<file path="config.mk">
export PLATFORM = sky130hd
export DESIGN_NAME = uart_tx_multi
export DESIGN_NICKNAME = d
export VERILOG_FILES = /design/src/rtl/uart_tx_multi.sv
export SDC_FILE = /design/constraint.sdc
export NUM_CORES = 1
export LEC_CHECK = 0
export ABC_CLOCK_PERIOD_IN_PS = 2350
export CAP_MARGIN = 20
export CELL_PAD_IN_SITES_DETAIL_PLACEMENT = 0
export CELL_PAD_IN_SITES_GLOBAL_PLACEMENT = 1
export CORE_ASPECT_RATIO = 0.9
export CORE_MARGIN = 3
export CORE_UTILIZATION = 50
export CTS_CLUSTER_DIAMETER = 60
export DETAILED_ROUTE_END_ITERATION = 7
export DONT_BUFFER_PORTS = 1
export PLACE_DENSITY = 0.87
export SYNTH_ARGS = -nofsm -noshare
export SYNTH_HDL_FRONTEND = slang
export SYNTH_SLANG_ARGS = --single-unit
</file>
<file path="constraint.sdc">
create_clock -name clk -period 2.35 [get_ports clk]
set_input_delay 0.235 -clock clk [delete_from_list [all_inputs] [get_ports clk]]
set_output_delay 0.235 -clock clk [all_outputs]
set_load 0.01 [all_outputs]
</file>
<file path="src/rtl/uart_tx_multi.sv">
// Multi-channel UART transmitter: CHANNELS independent TX lines sharing one data bus.
// Optional parity bit enabled by defining UART_TX_PARITY_EN (adds the parity_odd port).
//
// state   | meaning
// --------+---------------------------------------------------------
// S_IDLE  | line high, tx_ready high, waiting for tx_valid
// S_START | driving the start bit (0)
// S_DATA  | driving data bits LSB first from the shift register
// S_PARITY| driving the latched parity bit (parity build only)
// S_STOP  | driving STOP_BITS stop bits (1)
module uart_tx_multi #(
    parameter int CLOCK_RATE = 1000,
    parameter int BAUD_RATE  = 100,
    parameter int CHANNELS   = 3,
    parameter int DATA_BITS  = 8,
    parameter int STOP_BITS  = 1
) (
    input  logic                 clk,
    input  logic                 reset,
    input  logic [DATA_BITS-1:0] tx_data,
    input  logic [CHANNELS-1:0]  tx_valid,
    output logic [CHANNELS-1:0]  tx_ready,
    output logic [CHANNELS-1:0]  tx_pin
`ifdef UART_TX_PARITY_EN
    ,
    input  logic                 parity_odd
`endif
);

    localparam int DIVISOR = CLOCK_RATE / BAUD_RATE;
    // Guarded so a bad DIVISOR reaches the elaboration error below instead of a zero-width vector.
    localparam int CNT_W   = (DIVISOR >= 2) ? $clog2(DIVISOR) : 1;
    localparam int IDX_W   = 3;

    localparam logic [CNT_W-1:0] CNT_RELOAD = CNT_W'(DIVISOR - 1);
    localparam logic [IDX_W-1:0] LAST_DATA  = IDX_W'(DATA_BITS - 1);
    localparam logic [IDX_W-1:0] LAST_STOP  = IDX_W'(STOP_BITS - 1);

    generate
        if (DIVISOR < 2) begin : g_bad_divisor
            $error("uart_tx_multi: CLOCK_RATE / BAUD_RATE must be at least 2");
        end
        if (CHANNELS < 1 || CHANNELS > 6) begin : g_bad_channels
            $error("uart_tx_multi: CHANNELS must be 1..6");
        end
        if (DATA_BITS < 5 || DATA_BITS > 8) begin : g_bad_data_bits
            $error("uart_tx_multi: DATA_BITS must be 5..8");
        end
        if (STOP_BITS < 1 || STOP_BITS > 2) begin : g_bad_stop_bits
            $error("uart_tx_multi: STOP_BITS must be 1 or 2");
        end
    endgenerate

    typedef enum logic [2:0] {
        S_IDLE,
        S_START,
        S_DATA,
`ifdef UART_TX_PARITY_EN
        S_PARITY,
`endif
        S_STOP
    } state_t;

    for (genvar i = 0; i < CHANNELS; i++) begin : g_ch
        state_t                 state, state_nxt;
        logic [CNT_W-1:0]       cnt, cnt_nxt;
        logic [IDX_W-1:0]       idx, idx_nxt;
        logic [DATA_BITS-1:0]   shreg, shreg_nxt;
        logic                   pin, pin_nxt;
        logic                   bit_done;
`ifdef UART_TX_PARITY_EN
        logic                   par, par_nxt;
`endif

        always_ff @(posedge clk or negedge reset) begin
            if (!reset) begin
                state <= S_IDLE;
                cnt   <= '0;
                idx   <= '0;
                shreg <= '0;
                pin   <= 1'b1;
`ifdef UART_TX_PARITY_EN
                par   <= 1'b0;
`endif
            end else begin
                state <= state_nxt;
                cnt   <= cnt_nxt;
                idx   <= idx_nxt;
                shreg <= shreg_nxt;
                pin   <= pin_nxt;
`ifdef UART_TX_PARITY_EN
                par   <= par_nxt;
`endif
            end
        end

        assign bit_done = (cnt == '0);

        // The line value is computed alongside the state so tx_pin is a flop, never decoded.
        always_comb begin
            state_nxt = state;
            cnt_nxt   = cnt;
            idx_nxt   = idx;
            shreg_nxt = shreg;
            pin_nxt   = pin;
`ifdef UART_TX_PARITY_EN
            par_nxt   = par;
`endif
            case (state)
                S_IDLE: begin
                    pin_nxt = 1'b1;
                    if (tx_valid[i]) begin
                        state_nxt = S_START;
                        cnt_nxt   = CNT_RELOAD;
                        idx_nxt   = '0;
                        shreg_nxt = tx_data;
                        pin_nxt   = 1'b0;
`ifdef UART_TX_PARITY_EN
                        par_nxt   = (^tx_data) ^ parity_odd;
`endif
                    end
                end
                S_START: begin
                    if (bit_done) begin
                        state_nxt = S_DATA;
                        cnt_nxt   = CNT_RELOAD;
                        idx_nxt   = '0;
                        pin_nxt   = shreg[0];
                    end else begin
                        cnt_nxt = cnt - CNT_W'(1);
                    end
                end
                S_DATA: begin
                    if (bit_done) begin
                        cnt_nxt = CNT_RELOAD;
                        if (idx == LAST_DATA) begin
                            idx_nxt = '0;
`ifdef UART_TX_PARITY_EN
                            state_nxt = S_PARITY;
                            pin_nxt   = par;
`else
                            state_nxt = S_STOP;
                            pin_nxt   = 1'b1;
`endif
                        end else begin
                            idx_nxt   = idx + IDX_W'(1);
                            shreg_nxt = {1'b0, shreg[DATA_BITS-1:1]};
                            pin_nxt   = shreg[1];
                        end
                    end else begin
                        cnt_nxt = cnt - CNT_W'(1);
                    end
                end
`ifdef UART_TX_PARITY_EN
                S_PARITY: begin
                    if (bit_done) begin
                        state_nxt = S_STOP;
                        cnt_nxt   = CNT_RELOAD;
                        idx_nxt   = '0;
                        pin_nxt   = 1'b1;
                    end else begin
                        cnt_nxt = cnt - CNT_W'(1);
                    end
                end
`endif
                S_STOP: begin
                    pin_nxt = 1'b1;
                    if (bit_done) begin
                        if (idx == LAST_STOP) begin
                            state_nxt = S_IDLE;
                            cnt_nxt   = '0;
                            idx_nxt   = '0;
                        end else begin
                            idx_nxt = idx + IDX_W'(1);
                            cnt_nxt = CNT_RELOAD;
                        end
                    end else begin
                        cnt_nxt = cnt - CNT_W'(1);
                    end
                end
                default: begin
                    state_nxt = S_IDLE;
                    cnt_nxt   = '0;
                    idx_nxt   = '0;
                    pin_nxt   = 1'b1;
                end
            endcase
        end

        assign tx_ready[i] = (state == S_IDLE);
        assign tx_pin[i]   = pin;
    end

endmodule

</file>
==> impl_metrics.tcl <==
set metrics [dict create \
    status "finished clean" \
    endpoint_kind "flip-flop" \
    grt_pass1_vias 2784 \
    place_inst 468 \
    maxSlewHeadroom_pct 62.9 \
    grt_use_met3_pct 3.37 \
    routedWlPerCell_um 16.7 \
    routed-via-count 2935 \
    rsz0062_at_grt "false" \
    hold_viol_final 0 \
    power.density_nw_per_um2 1170 \
    r2r-start "g_ch[2].cnt[0]$_DFFE_PN0N_" \
    drt_iter0_drc 160 \
    finalWirelength_mm 8.00 \
    cts_max_path_buffers 2 \
    die_x_um 95.8 \
    portBuffers 0 \
    postSynthCellCount 386 \
    cts_setup_buffers 0 \
    total_power_mw 4.54 \
    diodes 0 \
    yosys.cell_types.count 56 \
    use_met2_pct 31.9 \
    hpwl_mm 5.69 \
    ir_drop_mv 0.836 \
    drt_first_pass_iters 4 \
    synth_fp_nets 430 \
    use_met1_pct 31.2 \
    syn_avg_cell_area_um2 9.41 \
    grt_pass1_wl_mm 13.9 \
    synth_enable_flop_cells 0 \
    syn_to_final_growth_pct 6.79 \
    ys_warn_count 0 \
    layout_setup_ws_ps 204 \
    ant_nets 0 \
    worst_r2r_path_depth 6 \
    cp_data_required_time_ps 2600 \
    finalMaxSlewViolations 0 \
    fmax_mhz 466 \
    ys_seq_area_share_pct 37.3 \
    period_share_pct 91.3 \
    track_usage_pct 20.9 \
    cts_tree "built" \
    worstMarginPinSlew_ps 556 \
    r2r_end "g_ch[2].shreg[1]$_DFFE_PN0P_" \
    antenna_found_initial 0 \
    p_leak_nw 1.77 \
    overflow 0 \
    synth_async_sr_flop_share_pct 100 \
    path_max_fanout 15 \
    drive_gt1_share_pct 9.00 \
    crit_type "reg -> reg" \
    row_count 28 \
    finalWeightedCongestion 0.788 \
    maxCapViolCount 0 \
    drc 0 \
    num-nets-final 432 \
    cp.arrival_ps 2390 \
    fin_area_um2 3880 \
    dieArea_um2 8320 \
    setup_viol 0 \
    worstHoldPathType "in -> reg" \
    fin_skew_ps 8.08 \
    hold_end "g_ch[0].shreg[7]$_DFFE_PN0P_" \
    gr-max-usage-layer "met2" \
    cts_sinks 54 \
    io-pin-count 19 \
    worstHoldStart "tx_data[7]" \
    netlist_area_um2 3630 \
    synth_flop_cell "dfrtp_1" \
    clockRootBuffer "clkbuf_8" \
    synth-seq-cells 54 \
    start_kind "flip-flop" \
    finalSetupTns_ps 0 \
    rrSetupSlack_ps 200 \
    layout.cells.non_filler 479 \
    holdPathStages 2 \
    place_area_um2 3720 \
    die_h_um 86.9 \
    cts_htree_levels 2 \
    initial_core_util_pct 53.4 \
    grt_max_degree 55 \
    routed_via_density 6.13 \
    dp_slack_ps 219 \
    clk_pin_slew_ps 100 \
    min_period_ps 2150 \
    insertion_delay_ps 310 \
    numCtsBuffers 5 \
    core_area_um2 6800 \
]
-- kinds of logic (layout without fill, tap and decap cells) --
logic type	count (synthesis)	after routing	synth area share (%)
fa+ha+maj	31	31	10.7
flops	54	54	37.3
simple gates	103	103	14.9
xor+xnor	1	1	0.241
mux	11	11	3.17
compound gates	140	140	27.9
buf+inv	46	49	5.86
-- registers in the layout, summed over array words and instances, names as in the netlist --
name and count:
g_ch.pin 3, g_ch.shreg 24, g_ch.state 6, g_ch.idx 9
g_ch.cnt 12
-- power by group --
part | switching [mW] | leakage (nW) | total (mW) | internal (mW)
clock network | 0.318 | 0.0579 | 0.632 | 0.314
logic | 1.34 | 1.04 | 2.43 | 1.09
registers | 0.256 | 0.678 | 1.47 | 1.22
-- layer usage --
layer,up-vias,share of wire (%)
li1,1440,-
met1,1415,48
met2,71,45
met3,9,5.7
met4,0,1.4
met5,-,0
-- final cells by class --
class                   instances  area (um2)
well taps                      90         113
clock inverters                 3        40.0
fillers                       629        2920
inverters                      26        97.6
repair buffers                 15         138
flip-flops and latches         54        1360
clock buffers                   5        68.8
multi-input cells             286        2070
-- worst max path at each step --
stage / end / start / slack (ps)
6_report: g_ch[2].shreg[1]$_DFFE_PN0P_ / g_ch[2].cnt[0]$_DFFE_PN0N_ / 200
5_1_grt: g_ch[2].shreg[1]$_DFFE_PN0P_ / g_ch[2].cnt[0]$_DFFE_PN0N_ / 90
4_1_cts: g_ch[1].state[1]$_DFFE_PN0P_ / g_ch[1].state[0]$_DFFE_PN0P_ / 200
3_5_place_dp: g_ch[1].state[1]$_DFFE_PN0P_ / g_ch[1].state[0]$_DFFE_PN0P_ / 220
3_3_place_gp: g_ch[1].state[1]$_DFFE_PN0P_ / g_ch[1].state[0]$_DFFE_PN0P_ / 240
2_1_floorplan: g_ch[0].state[1]$_DFFE_PN0P_ / g_ch[0].state[0]$_DFFE_PN0P_ / 430
-- cells in the mapped netlist, types with 4 or more instances --
master     n  area share (%)
inv_1     24             2.5
a221oi_1  19             4.6
nand2_1   29             3.0
nor2b_1   11             1.9
clkbuf_1   8            0.83
ha_1      31              11
buf_2      5            0.69
dfrtp_1   51              35
a21o_1     6             1.2
nand2b_1   9             1.6
nor2_1    15             1.6
o21bai_1   4            0.83
a21oi_1   20             2.8
and3_1     4            0.69
o21ai_1   18             2.5
o21ai_0   21             2.9
o31ai_1    4            0.83
nand3_1    9             1.2
mux2i_1    7             1.9
a22o_1     8             1.9
mux2_1     4             1.2
nor3_1    11             1.5
a311oi_1   6             1.4
buf_4      4            0.83
a221o_1    8             2.2
-- critical path: stages, from the launching register on --
cell and delay, ps:
dfrtp_1 400, inv_1 130, ha_1 200, or3b_1 610, a211oi_4 410, a22o_1 190
a221o_1 140
-- cells in the final DEF (no fill, tap or decap), types with 2 or more instances in the layout --
| cell | instances |
|---|---|
| dfrtp_1 | 51 |
| ha_1 | 30 |
| nand2_1 | 29 |
| inv_1 | 24 |
| o21ai_0 | 21 |
| a21oi_1 | 20 |
| a221oi_1 | 19 |
| o21ai_1 | 18 |
| nor2_1 | 15 |
| buf_4 | 12 |
| nor3_1 | 11 |
| nor2b_1 | 11 |
| nand2b_1 | 9 |
| nand3_1 | 9 |
| a22o_1 | 8 |
| a221o_1 | 8 |
| mux2i_1 | 7 |
| a21o_1 | 6 |
| a311oi_1 | 6 |
| clkbuf_8 | 5 |
| mux2_1 | 4 |
| o21bai_1 | 4 |
| and3_1 | 4 |
| o31ai_1 | 4 |
| nor3b_2 | 3 |
| o31a_1 | 3 |
| a2bb2oi_1 | 3 |
| or3b_1 | 3 |
| and2_1 | 3 |
| or3_1 | 3 |
| dfstp_2 | 3 |
| inv_2 | 2 |
| a211oi_4 | 2 |
| a31o_1 | 2 |
| a31oi_1 | 2 |
| o221ai_1 | 2 |
| clkinv_2 | 2 |
| dlygate4sd3_1 | 2 |
-- per-stage QoR --
step | hold WS, ps | util [%]
after floorplan | -60.6 | -
after global placement | -59.3 | 54.7
after detailed placement | -59.3 | 54.7
after CTS | 8.30 | 56.9
after global routing | 49.4 | 57.1
final | 55.2 | 57.1
-- timing repair --
item	in CTS	in global routing
hold buffers	2	1
setup endpoints to repair	0	1
hold endpoints to repair	54	1
gates resized for setup	0	1
Power figures use the tool's default switching activity.
